[src/rtl/sdc_rd_byte_packer.sv]
// Packs the SD read-path DAT byte stream into 64-bit words for the read-data buffer,
// tracking block boundaries, per-block CRC status and transfer completion.
module sdc_rd_byte_packer #(
    parameter bit          MSB_FIRST = 1'b1,
    parameter int unsigned BLK_WORDS = 64
) (
    input  logic        clk,
    input  logic        reset_n,
    input  logic        start,
    input  logic [10:0] start_addr,
    input  logic [5:0]  num_blks,
    input  logic        abort,
    input  logic [7:0]  byte_in,
    input  logic        byte_vld,
    input  logic        crc_vld,
    input  logic        crc_ok,
    output logic [10:0] bram_addr,
    output logic [63:0] bram_din,
    output logic        bram_wr,
    output logic        busy,
    output logic        done,
    output logic        crc_err,
    output logic        byte_drop
);

    localparam int unsigned WcW = (BLK_WORDS > 1) ? $clog2(BLK_WORDS) : 1;

    typedef enum logic [1:0] {StIdle, StRecv, StWaitCrc, StDone} state_e;

    state_e         state_q, state_d;
    logic [10:0]    addr_q, addr_d;
    logic [5:0]     blks_q, blks_d;
    logic [2:0]     idx_q, idx_d;
    logic [WcW-1:0] wcnt_q, wcnt_d;
    logic [63:0]    pack_q, pack_d;
    logic [63:0]    din_q, din_d;
    logic           wr_q, wr_d;
    logic           crc_err_q, crc_err_d;
    logic           drop_q, drop_d;

    logic [2:0]     lane;
    logic [63:0]    pack_ins;

    always_comb begin
        lane     = MSB_FIRST ? (3'd7 - idx_q) : idx_q;
        pack_ins = pack_q;
        pack_ins[{lane, 3'b000} +: 8] = byte_in;
    end

    always_comb begin
        state_d   = state_q;
        addr_d    = wr_q ? (addr_q + 11'd1) : addr_q;
        blks_d    = blks_q;
        idx_d     = idx_q;
        wcnt_d    = wcnt_q;
        pack_d    = pack_q;
        din_d     = din_q;
        wr_d      = 1'b0;
        crc_err_d = crc_err_q;
        drop_d    = byte_vld && (state_q != StRecv);

        unique case (state_q)
            StIdle: begin
                // start wins over a coincident abort here
                if (start) begin
                    addr_d    = start_addr;
                    blks_d    = num_blks;
                    crc_err_d = 1'b0;
                    idx_d     = 3'd0;
                    wcnt_d    = '0;
                    state_d   = (num_blks == 6'd0) ? StDone : StRecv;
                end
            end
            StRecv: begin
                if (abort) begin
                    idx_d   = 3'd0;
                    wcnt_d  = '0;
                    state_d = StIdle;
                end else if (byte_vld) begin
                    pack_d = pack_ins;
                    idx_d  = idx_q + 3'd1;
                    if (idx_q == 3'd7) begin
                        wr_d  = 1'b1;
                        din_d = pack_ins;
                        if (wcnt_q == WcW'(BLK_WORDS - 1)) begin
                            wcnt_d  = '0;
                            state_d = StWaitCrc;
                        end else begin
                            wcnt_d = wcnt_q + 1'b1;
                        end
                    end
                end
            end
            StWaitCrc: begin
                if (abort) begin
                    state_d = StIdle;
                end else if (crc_vld) begin
                    blks_d = blks_q - 6'd1;
                    if (!crc_ok) crc_err_d = 1'b1;
                    state_d = (blks_q <= 6'd1) ? StDone : StRecv;
                end
            end
            StDone: begin
                state_d = StIdle;
            end
            default: state_d = StIdle;
        endcase
    end

    always_ff @(posedge clk or negedge reset_n) begin
        if (!reset_n) begin
            state_q   <= StIdle;
            addr_q    <= '0;
            blks_q    <= '0;
            idx_q     <= '0;
            wcnt_q    <= '0;
            pack_q    <= '0;
            din_q     <= '0;
            wr_q      <= 1'b0;
            crc_err_q <= 1'b0;
            drop_q    <= 1'b0;
        end else begin
            state_q   <= state_d;
            addr_q    <= addr_d;
            blks_q    <= blks_d;
            idx_q     <= idx_d;
            wcnt_q    <= wcnt_d;
            pack_q    <= pack_d;
            din_q     <= din_d;
            wr_q      <= wr_d;
            crc_err_q <= crc_err_d;
            drop_q    <= drop_d;
        end
    end

    // addr_q holds the write address during the write cycle and advances afterwards
    assign bram_addr = addr_q;
    assign bram_din  = din_q;
    assign bram_wr   = wr_q;
    assign busy      = (state_q != StIdle);
    assign done      = (state_q == StDone);
    assign crc_err   = crc_err_q;
    assign byte_drop = drop_q;

endmodule
[config.mk]
export PLATFORM = sky130hd
export DESIGN_NAME = sdc_rd_byte_packer
export DESIGN_NICKNAME = d
export VERILOG_FILES = /design/src/rtl/sdc_rd_byte_packer.sv
export SDC_FILE = /design/constraint.sdc
export NUM_CORES = 1
export LEC_CHECK = 0
export ABC_AREA = 1
export CORE_ASPECT_RATIO = 1.75
export CORE_UTILIZATION = 45
export DETAILED_ROUTE_END_ITERATION = 10
export PLACE_DENSITY = 0.73
export SLEW_MARGIN = 20
export SYNTH_ARGS = -nofsm -noshare
export SYNTH_HDL_FRONTEND = slang
export SYNTH_SLANG_ARGS = --single-unit
[constraint.sdc]
create_clock -name clk -period 3.5 [get_ports clk]
set_input_delay 0.7 -clock clk [delete_from_list [all_inputs] [get_ports clk]]
set_output_delay 0.7 -clock clk [all_outputs]
set_load 0.02 [all_outputs]
Word-level counts from Yosys, hierarchy flattened
Index checks and enable logic that the tools add are counted.
Widths: inputs -> output; s select.
{"block": "classes", "add_sub_neg": 6, "order_cmp": 1, "n_eq_ne": 14, "n_shift": 2, "mux": 37, "n_bitwise": 1, "n_reduce_logical": 13}
{"cell": "$bwmux 64", "n": 1}
{"cell": "$shift 8x8->64 const A", "n": 1}
{"cell": "$shiftx 8x8->64", "n": 1}
{"cell": "$mux 6", "n": 8}
{"cell": "$mux 11", "n": 3}
{"cell": "$pmux 6 s2", "n": 2}
{"cell": "$mux 2", "n": 9}
{"cell": "$ne 3x3->1 const B", "n": 4}
{"cell": "$reduce_and 4->1", "n": 3}
{"cell": "$add 11x1->11 const B", "n": 1}
{"cell": "$reduce_and 5->1", "n": 2}
{"cell": "$mux 3", "n": 3}
{"cell": "$mux 1", "n": 8}
{"cell": "$ne 2x2->1 const B", "n": 4}
{"cell": "$neg 6->8", "n": 1}
{"cell": "$pmux 2 s4", "n": 1}
{"cell": "$add 6x1->6 const B", "n": 1}
{"cell": "$eq 6x6->1 const B", "n": 1}
{"cell": "$le 6x1->1 const B", "n": 1}
{"cell": "$logic_not 6->1", "n": 1}
{"cell": "$pmux 3 s2", "n": 1}
{"cell": "$reduce_and 3->1", "n": 2}
{"cell": "$reduce_bool 2->1", "n": 3}
{"cell": "$sub 6x1->6 const B", "n": 1}
{"cell": "other kinds (10)", "n": 11}
{"block": "word_totals", "ff_bits": 159, "input_bits": 32, "output_inout_bits": 80, "wordCells": 84}

Logic depth before layout (Yosys ltp)
Gate-level depths: netlist (run 1).
{"block": "logic_depth", "depth_word": 6, "mapped_depth": 11, "ltp_nobuf": 10}

Worst setup path after synthesis (run 1)
OpenSTA, ideal clock, no wires.
{"block": "synth_timing", "kind": "register to register", "start": "register idx_q[0]", "end": "register din_q[55], in the netlist bram_din[55]", "setup_time_ps": 135, "arrival_ps": 1909, "required_time_ps": 3365, "setup_slack_ps": 1456, "stages_incl_launch_ff": 10, "n_path_buf": 1, "period_less_slack_ps": 2044, "cell_sequence": "dfrtp_1 -> ha_1 -> ha_1 -> inv_1 -> nand2_1 -> nor2_1 -> clkbuf_1 -> nand2_1 -> o21ai_0 -> o21ai_0"}
{"block": "synth_via", "elab_chain_len": 4, "elab_cells_between_ends": 7, "classes_between": "2 x add/sub; 1 x eq/ne; 2 x shift; 1 x mux; 1 x reduce/logical"}
{"element": "start: declaration", "line": "33", "rtl": "logic [2:0] idx_q, idx_d;"}
{"element": "start signal: assignment", "line": "126", "rtl": "idx_q <= idx_d;"}
{"element": "$sub 3x3->3", "line": "45", "rtl": "lane = MSB_FIRST ? (3'd7 - idx_q) : idx_q;"}
{"element": "$neg 6->8", "line": "47", "rtl": "pack_ins[{lane, 3'b000} +: 8] = byte_in;"}
{"element": "$shiftx 8x8->64 / $shift 8x8->64 (equally long branches)", "line": "47"}
{"element": "$bwmux 64", "line": "47"}
{"element": "end signal: assignment", "line": "129", "rtl": "din_q <= din_d;"}
{"element": "end: declaration", "line": "36", "rtl": "logic [63:0] din_q, din_d;"}
Several ways; a longest one is shown, not always the timed one.
A chain may end at the register's enable or synchronous reset.

Worst setup path in the final report (run 1)
{"block": "layout_timing", "start": "register idx_q[0]", "end": "register din_q[60], in the netlist bram_din[60]"}
Same word-level chain as after synthesis.

==> impl_metrics.yaml, run 1 <==
setup_path:
  slowest_stage: "nor2_1"
  crit_path_max_fanout: 16
  critical_path_class: "reg -> reg"
  crit_path_end_kind: "register"
  worstPathArrival_ps: 2810
  crit_path_start_kind: "register"
  r2r_setup_slack_ps: 1030
  cpPeakStageDelay_ps: 690
  critical_path_required_ps: 3830
  path_cells: "ha_1, ha_1, nor2_1, nand2_1, nor2_1, o21ai_0, o21ai_0"
power_and_ir_drop:
  ir_drop_uv: 301
  power.total_mw: 5.96
  p_leak_nw: 3.98
  powerDensity_nw_per_um2: 668
place:
  dpl-instance-area_um2: 8350
  port_buffers: 111
  place_congestion: 0.825
  dpl.hpwl_mm: 11.3
die:
  die_h_um: 168
  placementRows: 60
  core-area_um2: 15400
  start_util_pct: 46.1
  die_w_um: 96.9
  die_area_um2: 16300
  io_pins: 112
cts:
  postCtsSetupRepairBufs: 0
  clk_latency_ps: 420
  clkTransAtPathRegs_ps: 60
  clockBufferDepth: 2
  post_cts_resized: 0
  cts_hold_buf: 0
  cts_root_buffer: "clkbuf_16"
  cts_tree: "built"
  cts.sinks: 159
  cts_buffers: 17
  htreeDepth: 4
sta:
  setup-violations-final: 0
  max_clock_freq_mhz: 404
  rsz0062_at_grt: "false"
  tightest_slew_ps: 901
  tns_ps: 0
  finalClockSkew_ps: 8.53
  fin_crit_sh_pct: 70.7
  hold_viol: 0
  hold_slack_ps: 278
  drv_slew: 0
  slew_headroom_pct: 39.7
  period_needed_ps: 2470
flow_run:
  cap_violations: 0
finish:
  antenna_cells: 0
  mostFrequentLayoutCell: "nand2_1"
  final_net_count: 993
  area.growth.synth_to_final_pct: 25.8
  final_cell_mix: "nand2_1, o21ai_0, dfrtp_1"
  drive_gt1_share_pct: 5.59
  fillerInstances: 1356
  finalInstanceArea_um2: 8920
synth:
  ys_seq_elements: 159
  netlist_instances: 849
  ys_warn_count: 0
  synth_area_um2: 7090
  mappedNetlistNets: 888
  synth_xor_area_share_pct: 0.617
  synth_mux_area_share_pct: 0
  synthAdderAreaFrac_pct: 1.23
  seq_area_frac_synth_pct: 56.1
  avgSynthCellArea_um2: 8.35
  synth_compound_area_share_pct: 16.0
  synthDistinctLibCells: 26
  synth_top_family_by_area: "simple AND/OR/NAND/NOR gates"
  synthSimpleGateAreaFrac_pct: 20.6
grt:
  grt_pass1_wl_mm: 27.8
  grt.overflow.total: 0
  grtUsageTotal_pct: 21.4
  grt_antenna_before_repair: 0
  grt_max_degree: 81
  grt_pass1_vias: 5689
drt:
  dr.pass1.iters: 5
  routed-via-count: 5993
  wl_per_cell_um: 14.5
  drtIter0Drc: 445
  route.detailed.drc: 0
  drtAntennaViolNets: 0
  routed_wl_mm: 16.7
  vias_per_cell: 5.20
outcome:
  run_status: "finished, final reports clean"
worst_hold_path:
  min_path_type: "in -> async"
[per-stage QoR]
step / instances / utilization, % / setup slack (ps)
after global placement: 1121 / 54.3 / 759
final: 1152 / 58.0 / 1030
after floorplan: 849 / - / 1460
after detailed placement: 1121 / 54.3 / 721
after CTS: 1152 / 58.0 / 1020
after global routing: 1152 / 58.0 / 715
[path summary, 6_finish.rpt]
kind	startpoint	to	depth (start not counted)
worst min-delay path	reset_n	blks_q[0]	1
max in group asynchronous	reset_n	pack_q[63]	2
worst max-delay path	idx_q[0]	bram_din[60]	7
worst max register to register	idx_q[0]	bram_din[60]	7
worst min register to register	pack_q[25]	pack_q[25]	2
min in group clk	pack_q[25]	pack_q[25]	2
[logic make-up (layout without fill, tap and decap cells)]
family                   Yosys count  count (layout)
AO/OA/AOI/OAI                    225             225
XOR/XNOR                           5               5
adder cells (fa/ha/maj)            7               7
buffers and inverters             85             202
flip-flops                       159             159
AND/OR/NAND/NOR                  368             368
[cells in the mapped netlist]
master | n | area (um2)
nand2_1 | 278 | 1040
o21ai_0 | 170 | 851
dfrtp_1 | 159 | 3980
nor2_1 | 55 | 206
inv_1 | 45 | 169
o21ai_1 | 40 | 200
nand3_1 | 17 | 85.1
clkbuf_1 | 16 | 60.1
buf_2 | 15 | 75.1
a21oi_1 | 9 | 45.0
ha_1 | 7 | 87.6
buf_6 | 6 | 67.6
nor3_1 | 6 | 30.0
nand4_1 | 4 | 25.0
inv_2 | 3 | 11.3
or2_2 | 3 | 18.8
xnor2_1 | 3 | 26.3
nor2_4 | 2 | 22.5
o21bai_1 | 2 | 15.0
o22ai_1 | 2 | 12.5
xor2_1 | 2 | 17.5
a31oi_1 | 1 | 6.26
nand2_2 | 1 | 6.26
nand3_4 | 1 | 17.5
nand3b_1 | 1 | 7.51
o21a_1 | 1 | 7.51
[routing by layer]
| metal | global-route usage, % | wire length [um] | vias to the layer above |
|---|---|---|---|
| met2 | 36.5 | 8470 | 168 |
| li1 | - | - | 2982 |
| met3 | 3.45 | 787 | 28 |
| met4 | 8.63 | 422 | 0 |
| met1 | 26.9 | 7050 | 2815 |
| met5 | 0 | 0 | - |
[flip-flops by register name, indices dropped and copies added, names as in the netlist]
signal     flops
blks_q         6
bram_addr     11
byte_drop      1
crc_err        1
state_q        2
pack_q        64
bram_wr        1
idx_q          3
bram_din      64
wcnt_q         6
[worst max-delay path: cells and delay by family, from the launching register on]
| kind | cells | cell delay [ps] |
|---|---|---|
| compound gates | 2 | 500 |
| fa+ha+maj | 2 | 530 |
| flops | 1 | 440 |
| simple gates | 3 | 920 |
[final cells by class]
cell class	count	area, um2	share of cell area, %
clock buffers	18	439	4.92
repair buffers	123	1230	13.8
inverters	48	181	2.03
well taps	186	233	2.61
clock inverters	13	130	1.46
multi-input cells	605	2730	30.6
flip-flops and latches	159	3980	44.6
[power by group]
group / switching (mW) / internal [mW]
registers: 0.270 / 2.21
logic: 1.08 / 0.607
clock network: 0.781 / 1.01
(Power assumes the default switching activity.)
==> run 2: changes to the inputs <==
==> constraint.sdc (replaced) <==
create_clock -name clk -period 2.54 [get_ports clk]
set_input_delay 0.508 -clock clk [delete_from_list [all_inputs] [get_ports clk]]
set_output_delay 0.508 -clock clk [all_outputs]
set_load 0.02 [all_outputs]
==> run 2 against run 1 <==
Compared with the run above: utilization rose by 0.64 points; hold slack got worse by 240 ps; combinational power up 40%; clock-buffer cell count did not move; global-route usage rose by 0.12 points; die area unchanged; sequential cell count unchanged; fmax is 10% higher; critical path depth increased by 2; sequential share of layout area fell by 0.49 points; highest routed layer unchanged.
==> impl_metrics.yaml, run 2 (same netlist as run 1, synthesis figures left out) <==
setup_path:
  reg2reg_depth: 9
  critical_path_class: "reg -> reg"
  crit_path_max_fanout: 12
  critical_path_required_ps: 2800
  rr_endpoint: "bram_din[1]"
  timing.rr.start: "idx_q[0]"
  crit_path_start_kind: "register"
  r2r_setup_slack_ps: 300
  worstPathArrival_ps: 2500
  crit_path_end_kind: "register"
finish:
  final_util_pct: 58.6
  drive_gt1_share_pct: 6.17
  mostFrequentLayoutCell: "nand2_1"
  seqCellArea_um2: 3980
  finalInstanceArea_um2: 9020
  antenna_cells: 0
  instances_no_fill: 1159
  final_cell_mix: "nand2_1, o21ai_0, dfrtp_1"
  multi_input_area_um2: 2730
  fillerInstances: 1393
  area.growth.synth_to_final_pct: 27.2
  final_net_count: 999
sta:
  setup_ws_ps: 301
  tightest_slew_ps: 743
  setup-violations-final: 0
  hold_viol: 0
  slew_headroom_pct: 50.5
  finalClockSkew_ps: 9.81
  hold_slack_ps: 36.1
  max_clock_freq_mhz: 447
  drv_slew: 0
  tns_ps: 0
  rsz0062_at_grt: "false"
  period_needed_ps: 2240
  fin_crit_sh_pct: 88.2
drt:
  wl_per_cell_um: 14.3
  routed-via-count: 5872
  route.detailed.drc: 0
  drtIter0Drc: 552
  routed_wl_mm: 16.6
  dr.pass1.iters: 5
  vias_per_cell: 5.07
  drtAntennaViolNets: 0
place:
  dpl-instance-area_um2: 8400
  place_congestion: 0.823
  port_buffers: 111
  dpl.hpwl_mm: 11.5
  dp_slack_ps: 269
  place_inst: 1127
cts:
  cts.sinks: 159
  htreeDepth: 4
  clk_latency_ps: 420
  clockBufferDepth: 2
  cts_root_buffer: "clkbuf_16"
  postCtsSetupRepairBufs: 0
  clkTransAtPathRegs_ps: 70
  post_cts_resized: 0
  cts_buffers: 17
  cts_hold_buf: 0
  cts_tree: "built"
die:
  core-area_um2: 15400
  io_pins: 112
  die_h_um: 168
  start_util_pct: 46.1
  die_area_um2: 16300
  placementRows: 60
  die_w_um: 96.9
grt:
  grtUsageTotal_pct: 21.5
  grt.overflow.total: 0
  grt_max_degree: 88
  grt_pass1_wl_mm: 28.1
  grt_antenna_before_repair: 0
  grt_pass1_vias: 5660
power_and_ir_drop:
  ir_drop_uv: 455
  powerDensity_nw_per_um2: 937
  p_leak_nw: 4.03
  power.total_mw: 8.45
outcome:
  run_status: "finished, final reports clean"
worst_hold_path:
  min_path_type: "in -> async"
flow_run:
  cap_violations: 0
==> run 2: power by group <==
group | internal, mW | total, mW | switching (mW)
Combinational | 0.875 | 2.37 | 1.49
Clock | 1.59 | 2.69 | 1.10
Sequential | 3.04 | 3.40 | 0.358
Total | 5.51 | 8.45 | 2.95
==> run 2: per-layer routing <==
metal  GRT usage (%)  vias up  wire [um]
li1                -     2996          -
met1            26.7     2707       6970
met2            37.6      149       8610
met3            3.69       20        700
met4            7.46        0        301
met5               0        -          0
==> run 2: how the worst max path moves through the flow <==
stage / start / to / slack (ps) / depth (start not counted)
6_report: idx_q[0] / bram_din[1] / 300 / 9
5_1_grt: idx_q[0] / pack_q[1] / 70 / 9
4_1_cts: idx_q[0] / bram_din[1] / 300 / 9
3_5_place_dp: abort / bram_din[4] / 270 / 9
3_3_place_gp: abort / bram_din[4] / 290 / 9
2_1_floorplan: idx_q[0] / bram_din[55] / 500 / 9
==> run 2: layout make-up <==
type                            instances  area share, %
Sequential cell                       159           44.1
Multi-Input combinational cell        605           30.3
Timing Repair Buffer                  129           14.1
Clock buffer                           18           4.76
Tap cell                              186           2.58
Clock inverter                         14           2.15
Inverter                               48           2.01
==> run 2: worst max-delay path, cell delays in order (launching register included) <==
cell     delay, ps
dfrtp_1        440
ha_1           300
ha_1           350
inv_1          140
nand3_1         80
nor2_1         250
buf_4          240
nand2_1         60
o21ai_0        110
o21ai_0        130
